[src/rtl/alu_issue_stage.sv]
// Registered issue stage: decodes RV32I OP / OP-IMM into ALU controls behind a two-entry skid buffer.
// Define ALU_ISSUE_IMM_EN to enable OP-IMM decode; otherwise opcode 0010011 is flagged illegal.
module alu_issue_stage #(
  parameter int CNT_W = 16
) (
  input  logic             clk,
  input  logic             rst,
  input  logic             inValid,
  output logic             inReady,
  input  logic [31:0]      instr,
  input  logic [31:0]      rs1Data,
  input  logic [31:0]      rs2Data,
  output logic             outValid,
  input  logic             outReady,
  output logic [31:0]      operandA,
  output logic [31:0]      operandB,
  output logic [2:0]       ALUOp,
  output logic [4:0]       rdAddr,
  output logic             illegal,
  output logic [CNT_W-1:0] illegalCount
);

  localparam logic [2:0] OP_ADD = 3'd0;
  localparam logic [2:0] OP_SUB = 3'd1;
  localparam logic [2:0] OP_AND = 3'd2;
  localparam logic [2:0] OP_OR  = 3'd3;
  localparam logic [2:0] OP_XOR = 3'd4;
  localparam logic [2:0] OP_SLL = 3'd5;
  localparam logic [2:0] OP_SRL = 3'd6;
  localparam logic [2:0] OP_SRA = 3'd7;

  localparam logic [6:0] F7_ZERO = 7'b0000000;
  localparam logic [6:0] F7_ALT  = 7'b0100000;

  typedef struct packed {
    logic [2:0]  op;
    logic [31:0] a;
    logic [31:0] b;
    logic [4:0]  rd;
    logic        ill;
  } beat_t;

`ifdef ALU_ISSUE_IMM_EN
  function automatic logic signed [31:0] sext_imm12(input logic signed [11:0] imm);
    return 32'(imm);
  endfunction
`endif

  function automatic logic [CNT_W-1:0] sat_inc(input logic [CNT_W-1:0] v);
    return (v == '1) ? v : v + CNT_W'(1);
  endfunction

  logic [6:0] opc;
  logic [6:0] f7;
  logic [2:0] f3;
  logic       ok;
  logic       unused_bits;
  beat_t      dec_p0;
  beat_t      out_p1;
  beat_t      skid_p1;
  logic       vld_p1;
  logic       skid_full;
  logic       accept;
  logic       out_free;
  logic [CNT_W-1:0] cnt;

  assign opc = instr[6:0];
  assign f3  = instr[14:12];
  assign f7  = instr[31:25];
  // rs1/rs2 addresses were consumed by the register-file read ahead of this stage.
  assign unused_bits = ^{instr[19:15], instr[24:20]};

  // p0: combinational decode of the incoming beat
  always_comb begin
    ok        = 1'b0;
    dec_p0    = '0;
    dec_p0.rd = instr[11:7];
    unique case (opc)
      7'b0110011: begin
        dec_p0.b = rs2Data;
        unique case (f3)
          3'b000: begin
            if (f7 == F7_ZERO)     begin ok = 1'b1; dec_p0.op = OP_ADD; end
            else if (f7 == F7_ALT) begin ok = 1'b1; dec_p0.op = OP_SUB; end
          end
          3'b001: if (f7 == F7_ZERO) begin ok = 1'b1; dec_p0.op = OP_SLL; end
          3'b100: if (f7 == F7_ZERO) begin ok = 1'b1; dec_p0.op = OP_XOR; end
          3'b110: if (f7 == F7_ZERO) begin ok = 1'b1; dec_p0.op = OP_OR;  end
          3'b111: if (f7 == F7_ZERO) begin ok = 1'b1; dec_p0.op = OP_AND; end
          3'b101: begin
            if (f7 == F7_ZERO)     begin ok = 1'b1; dec_p0.op = OP_SRL; end
            else if (f7 == F7_ALT) begin ok = 1'b1; dec_p0.op = OP_SRA; end
          end
          default: ok = 1'b0;
        endcase
      end
`ifdef ALU_ISSUE_IMM_EN
      7'b0010011: begin
        dec_p0.b = sext_imm12(instr[31:20]);
        unique case (f3)
          3'b000: begin ok = 1'b1; dec_p0.op = OP_ADD; end
          3'b100: begin ok = 1'b1; dec_p0.op = OP_XOR; end
          3'b110: begin ok = 1'b1; dec_p0.op = OP_OR;  end
          3'b111: begin ok = 1'b1; dec_p0.op = OP_AND; end
          3'b001: begin
            dec_p0.b = {27'b0, instr[24:20]};
            if (f7 == F7_ZERO) begin ok = 1'b1; dec_p0.op = OP_SLL; end
          end
          3'b101: begin
            dec_p0.b = {27'b0, instr[24:20]};
            if (f7 == F7_ZERO)     begin ok = 1'b1; dec_p0.op = OP_SRL; end
            else if (f7 == F7_ALT) begin ok = 1'b1; dec_p0.op = OP_SRA; end
          end
          default: ok = 1'b0;
        endcase
      end
`endif
      default: ok = 1'b0;
    endcase
    dec_p0.a = rs1Data;
    if (!ok) begin
      dec_p0.op = OP_ADD;
      dec_p0.a  = '0;
      dec_p0.b  = '0;
    end
    dec_p0.ill = !ok;
  end

  assign accept   = inValid && !skid_full;
  assign out_free = !vld_p1 || outReady;

  // p1: output register, skid register and illegal counter
  always_ff @(posedge clk or posedge rst) begin
    if (rst) begin
      vld_p1    <= 1'b0;
      skid_full <= 1'b0;
      out_p1    <= '0;
      cnt       <= '0;
    end else begin
      if (out_free) begin
        if (skid_full) begin
          out_p1    <= skid_p1;
          vld_p1    <= 1'b1;
          skid_full <= 1'b0;
        end else begin
          vld_p1 <= accept;
          if (accept) out_p1 <= dec_p0;
        end
      end else if (accept) begin
        skid_full <= 1'b1;
      end
      if (accept && dec_p0.ill) cnt <= sat_inc(cnt);
    end
  end

  // Skid data needs no reset: it is only observed while skid_full is set.
  always_ff @(posedge clk) begin
    if (accept && !out_free) skid_p1 <= dec_p0;
  end

  assign inReady      = !skid_full;
  assign outValid     = vld_p1;
  assign ALUOp        = out_p1.op;
  assign operandA     = out_p1.a;
  assign operandB     = out_p1.b;
  assign rdAddr       = out_p1.rd;
  assign illegal      = out_p1.ill;
  assign illegalCount = cnt;

endmodule

[config.mk]
export PLATFORM = sky130hd
export DESIGN_NAME = alu_issue_stage
export DESIGN_NICKNAME = d
export VERILOG_FILES = /design/src/rtl/alu_issue_stage.sv
export SDC_FILE = /design/constraint.sdc
export NUM_CORES = 1
export LEC_CHECK = 0
export CORE_ASPECT_RATIO = 1.1
export CORE_MARGIN = 2
export CORE_UTILIZATION = 31
export CTS_BUF_LIST = sky130_fd_sc_hd__clkbuf_4 sky130_fd_sc_hd__clkbuf_8
export DETAILED_ROUTE_END_ITERATION = 12
export PLACE_DENSITY_LB_ADDON = 0.3
export SYNTH_ARGS = -nofsm -noshare
export SYNTH_HDL_FRONTEND = slang
export SYNTH_SLANG_ARGS = --single-unit
[constraint.sdc]
create_clock -name clk -period 16.45 [get_ports clk]
set_input_delay 1.645 -clock clk [delete_from_list [all_inputs] [get_ports clk]]
set_output_delay 1.645 -clock clk [all_outputs]
set_load 0.02 [all_outputs]
After elaboration in Yosys (flattened, before gate mapping)
Cells that the tools add are included.
{"block": "totals", "elab_cells": 61, "output_inout_bits": 91, "in_bits": 100, "regBits": 164}
{"block": "classes", "reduce_logical": 16, "muxes": 22, "add_sub_neg": 1, "bitwise_logic": 1, "n_eq_ne": 8}
{"cell": "73-bit two-way mux", "count": 2}
{"cell": "67-bit two-way mux", "count": 1}
{"cell": "32-bit two-way mux", "count": 1}
{"cell": "3-bit case mux with 6 select lines", "count": 1}
{"cell": "16-bit by 1-bit adder with 16-bit output, second input constant", "count": 1}
{"cell": "16-bit == test, second input constant", "count": 1}
{"cell": "3-bit two-way mux", "count": 5}
{"cell": "7-bit by 6-bit == test with 1-bit output, second input constant", "count": 2}
{"cell": "3-bit == test, second input constant", "count": 4}
{"cell": "1-bit two-way mux", "count": 9}
{"cell": "7-bit zero test", "count": 1}
{"cell": "1-bit zero test", "count": 4}
{"cell": "2-bit two-way mux", "count": 2}
{"cell": "2-bit AND reduction", "count": 2}
{"cell": "2-bit nonzero test", "count": 2}
{"cell": "4-bit OR reduction", "count": 1}
{"cell": "3-bit by 1-bit == test with 1-bit output, second input constant", "count": 1}
{"cell": "1-bit logical AND", "count": 3}
{"cell": "3-bit zero test", "count": 1}
{"cell": "1-bit case mux with 2 select lines", "count": 1}
{"cell": "2-bit OR reduction", "count": 1}
{"cell": "1-bit logical OR", "count": 1}
{"cell": "1-bit NOT", "count": 1}

Logic depth before layout (Yosys ltp)
{"block": "logic_depth", "ltp_word": 8, "ltp_mapped": 8, "ltp_nobuf": 6}

Worst setup path after synthesis
Ideal clock, no wire load.
{"block": "synth_timing", "kind": "input-to-reg", "startpoint": "input outReady", "endpoint": "register skid_p1[0] (netlist name), enable pin", "setup_ps": 609, "path_buffers": 0, "t_required_ps": 15841, "path_slack_ps": 8646, "path_stages": 2, "arrival_ps": 7195, "cell_sequence": "nand2b_1 -> nor3b_1"}
{"block": "synth_via", "elab_chain_len": 3}
{"item": "start, declared", "line_no": "14", "text": "input logic outReady,"}
{"item": "1-bit logical OR", "line_no": "130", "text": "assign out_free = !vld_p1 || outReady;"}
{"item": "1-bit zero test", "line_no": "158", "text": "if (accept && !out_free) skid_p1 <= dec_p0;"}
{"item": "1-bit logical AND", "line_no": "158"}
{"item": "end signal, assigned", "line_no": "158"}
{"item": "end, declared", "line_no": "60", "text": "beat_t skid_p1;"}
No other way between the ends.
A chain may end at the register's enable or synchronous reset.

Worst setup path in the final report
{"block": "layout_timing", "startpoint": "input instr[26]", "endpoint": "register out_p1, in the netlist ALUOp[1]"}
{"block": "layout_via", "elab_chain_len": 8, "word_cells_on_any_way": 16, "classes_between": "1 x eq/ne; 14 x mux; 1 x reduce/logical"}
{"item": "start, declared", "line_no": "10", "text": "input logic [31:0] instr,"}
{"item": "7-bit by 6-bit == test with 1-bit output", "line_no": "84, 92"}
{"item": "3-bit two-way mux or 1-bit two-way mux (tied branches)", "line_no": "92, 84"}
{"item": "3-bit two-way mux or 1-bit two-way mux (tied branches)", "line_no": "91", "text": "if (f7 == F7_ZERO) begin ok = 1'b1; dec_p0.op = OP_SRL; end"}
{"item": "3-bit case mux with 6 select lines or 1-bit case mux with 2 select lines (tied branches)", "line_no": "81", "text": "unique case (f3)"}
{"item": "3-bit two-way mux or 1-bit two-way mux (tied branches)", "line_no": "78", "text": "unique case (opc)"}
{"item": "67-bit two-way mux *", "line_no": "121", "text": "if (!ok) begin"}
{"item": "73-bit two-way mux *", "line_no": "147", "text": "if (accept) out_p1 <= dec_p0;"}
{"item": "73-bit two-way mux *", "line_no": "141", "text": "if (skid_full) begin"}
{"item": "end signal, assigned", "line_no": "142", "text": "out_p1 <= skid_p1;"}
{"item": "end signal, assigned", "line_no": "147"}
{"item": "end, declared", "line_no": "59", "text": "beat_t out_p1;"}
Every way passes the cells marked *; elsewhere a longest branch is shown, timed or not. The select of a mux whose other input is x is not followed.

==> results by group <==
Status
  – Status: finished, final reports clean

Setup path
  – CP Depth: 8
  – FF-to-FF path depth: 7
  – CP max FO: 67
  – Terminus of the critical flop-to-flop path: operandB[24]
  – Reg2Reg Setup Slack: 13400 ps
  – Crit path to: ALUOp[1]
  – Crit start category: primary input
  – R2r startpoint: skid_full
  – Critical Path Source: instr[26]
  – Critical path, cell by cell: clkdlybuf4s50_1 -> or4b_1 -> nor3_1 -> and4_4 -> buf_4 -> inv_4 -> or3_1 -> a21oi_1
  – Crit-path leading delay family: simple AND/OR/NAND/NOR gates
  – Crit path DAT: 4800 ps
  – WS Path Type: primary input to flop
  – Slowest CP cell: and4_4
  – CP peak stage delay: 680 ps
  – WP data required: 16810 ps
  – CP Capture Type: flop
  – CP bufs+invs: 3

Clock network
  – Num Clock Sinks: 164
  – CTS resizes: 0
  – Hold buffers post-CTS: 0
  – # Post-CTS Setup Buffers: 0
  – H-tree levels: 4
  – CTS Buf Count: 17
  – Root Buffer: clkbuf_8
  – Clk buf depth: 2
  – TritonCTS clock tree: built
  – Clock-pin slew on the worst setup and hold paths: 90 ps
  – Worst skew pair latency: 450 ps

Die
  – Core area: 22100 um2
  – Ports: 191
  – FP Rows: 57
  – Die Span Y: 162 um
  – Initial Util: 31.6%
  – Die Width: roughly 150 um
  – DIE AREA: 23800 um2

Detailed routing
  – WL/cell: 15.4 um
  – Antenna Nets Post-Route: 0
  – Drt pass-1 iters: 4
  – Post-DR vias/cell: 4.65
  – Final WL: 17100 um
  – DRT iter0 DRCs: 221
  – Number of remaining DRC errors: 0
  – Via count: between 5000 and 6000

Hold path
  – Worst min path class: flop to flop

Yosys
  – Synth Warn #: 0
  – Cell Area, Synth: 6990 um2
  – Syn avg cell area: roughly 11 um2
  – Syn Nets: 745
  – Sequential area share after synthesis: 63.9%
  – Syn Inst Count: 644
  – FF+latch count, synth: 164
  – Netlist cell types: 36

STA
  – Max-slew headroom: 23.0%
  – Final Hold Viols: 0
  – Final setup TNS: 0 ps
  – Tcrit/Tclk final: 26.9%
  – Endpoints failing setup: 0
  – Tmin final: 4430 ps
  – Maximum clock frequency: about 0.23 GHz
  – RSZ-0062 raised after global routing: false
  – Setup Skew: approximately 11 ps
  – Slew Viols, Final: 0
  – Worst slew pin tran: 1140 ps

Pwr
  – PD cells: 114 nW/um2
  – Leakage power: 3.44 nW
  – Maximum VDD drop: 0.0609 mV

Cells and area
  – Fin cells: 1109
  – Multi-input gate area: 2310 um2
  – Fill count: 2152
  – Number of antenna diodes: 0
  – Seq. cell area: 4470 um2
  – Final #Nets: 902
  – Area delta synth->final: 35.4%
  – Share of layout cells above drive strength 1: under 10%

Placed design
  – Placer Congestion: 0.704
  – Post-DP HPWL: a little over 10000 um
  – Placed cells: 1077
  – Port bufs: 180

Global route
  – Initial antenna violation count: 0
  – Largest net degree at the start of global routing: 78
  – Vias in the first global route: approximately 5100
  – GRT Total Usage: 14.6%
  – First-pass GRT wire length: 27600 um
  – GR Overflow Total: 0

Job
  – # Max-Cap Violations: 0
==> registers in the layout, indices dropped and copies added (netlist names) <==
name          cells
operandA         32
rdAddr            5
illegalCount     16
skid_full         1
ALUOp             3
operandB         32
illegal           1
outValid          1
skid_p1          73
==> worst reg2reg max path: stages (launching register included) <==
cell and delay (ps):
dfrtp_2 380, buf_4 710, nor2_1 240, nor2b_4 150
buf_4 500, buf_4 690, nor2_1 110, a31oi_1 170
==> report_power, final <==
group | total (W) | internal, W | leakage (nW) | switching, W
combinational | 0.000242 | 0.000115 | 1.48 | 0.000127
sequential | 0.000504 | 0.000475 | 1.73 | 0.0000287
clock | 0.000329 | 0.000176 | 0.225 | 0.000153
total | 0.00108 | 0.000767 | 3.44 | 0.000309
==> routing by layer <==
layer,global-route usage [%],up-vias,wire length [um]
met1,19.5,2450,7830
met3,4.12,10,1100
met5,0,-,0
met2,23.3,130,8010
met4,4.59,0,197
li1,-,2566,-
==> cells in the mapped netlist (all sizes together) <==
master / instances / area (um2)
o21ai: 8 / 40.0
edfxtp: 73 / 2190
clkinv: 1 / 3.75
and3: 6 / 37.5
mux2i: 5 / 50.1
xnor2: 15 / 131
nor2b: 4 / 25.0
or3: 1 / 6.26
nor4: 1 / 6.26
inv: 2 / 10.0
buf: 10 / 67.6
nor3: 1 / 5.00
o311a: 1 / 10.0
nand2b: 2 / 12.5
xor2: 1 / 8.76
nand3b: 1 / 7.51
and2: 67 / 419
o21bai: 1 / 7.51
clkbuf: 39 / 146
nand2: 78 / 293
nand3: 73 / 365
a21oi: 4 / 20.0
nor2: 73 / 274
and4: 3 / 26.3
or4b: 1 / 10.0
ha: 1 / 12.5
a31oi: 66 / 413
nand4b: 2 / 17.5
nor3b: 1 / 7.51
mux2: 3 / 33.8
o22ai: 2 / 12.5
nand4: 7 / 43.8
dfrtp: 91 / 2280
==> metrics by stage <==
stage          hold slack (ps)  power (W)  util, %  worst slack [ps]  instance area [um2]
6_report                   492    0.00108     42.8             12020                 9470
5_1_grt                    535    0.00113     42.8             11820                 9470
4_1_cts                    497    0.00109     42.8             11960                 9470
3_5_place_dp               477   0.000759     40.8             11460                 9020
3_3_place_gp               463   0.000756     40.8             11500                 9020
2_1_floorplan              495   0.000630        -              8650                 6990
==> kinds of logic (layout without fill, tap and decap cells) <==
logic type | after synthesis | after routing | synth area share, %
xor+xnor | 16 | 16 | 2.00
flops | 164 | 164 | 63.9
mux | 8 | 8 | 1.20
compound gates | 82 | 82 | 7.19
simple gates | 321 | 321 | 22.3
buf+inv | 52 | 222 | 3.26
fa+ha+maj | 1 | 1 | 0.179
==> placed cells by master (no fill, tap or decap), types with 2 or more instances in the layout <==
master and instances:
clkdlybuf4s50_1 180, dfrtp_1 90, nand2_1 78, nor2_1 73, nand3_1 73, edfxtp_1 73
and2_1 67, a31oi_1 66, clkbuf_8 18, xnor2_1 15, o21ai_0 8, nand4_1 7
buf_4 7, and3_1 6, mux2i_1 5, a21oi_1 4, bufinv_16 4, clkinv_4 4
nor2b_1 3, mux2_2 3, clkbuf_4 3, nand2b_1 2, o22ai_1 2, inv_4 2
and4_1 2, nand4b_1 2
==> layout make-up <==
cell class	instances	share of cell area, %
tap	295	3.90
inverter	3	0.172
sequential	164	47.2
timing repair buffer	187	19.6
clock buffer	21	2.85
clock inverter	11	1.86
multi-input combinational	428	24.4
==> worst min-delay path by stage <==
stage	from	endpoint	slack (ps)	cells after the start
after floorplan	skid_p1[71]	ALUOp[1]	490	2
after detailed placement	rdAddr[0]	rdAddr[0]	480	2
after global routing	illegalCount[7]	illegalCount[7]	540	1
after CTS	rdAddr[0]	rdAddr[0]	500	2
after global placement	illegal	illegal	460	2
final	rdAddr[0]	rdAddr[0]	490	2
(Power assumes the default switching activity.)
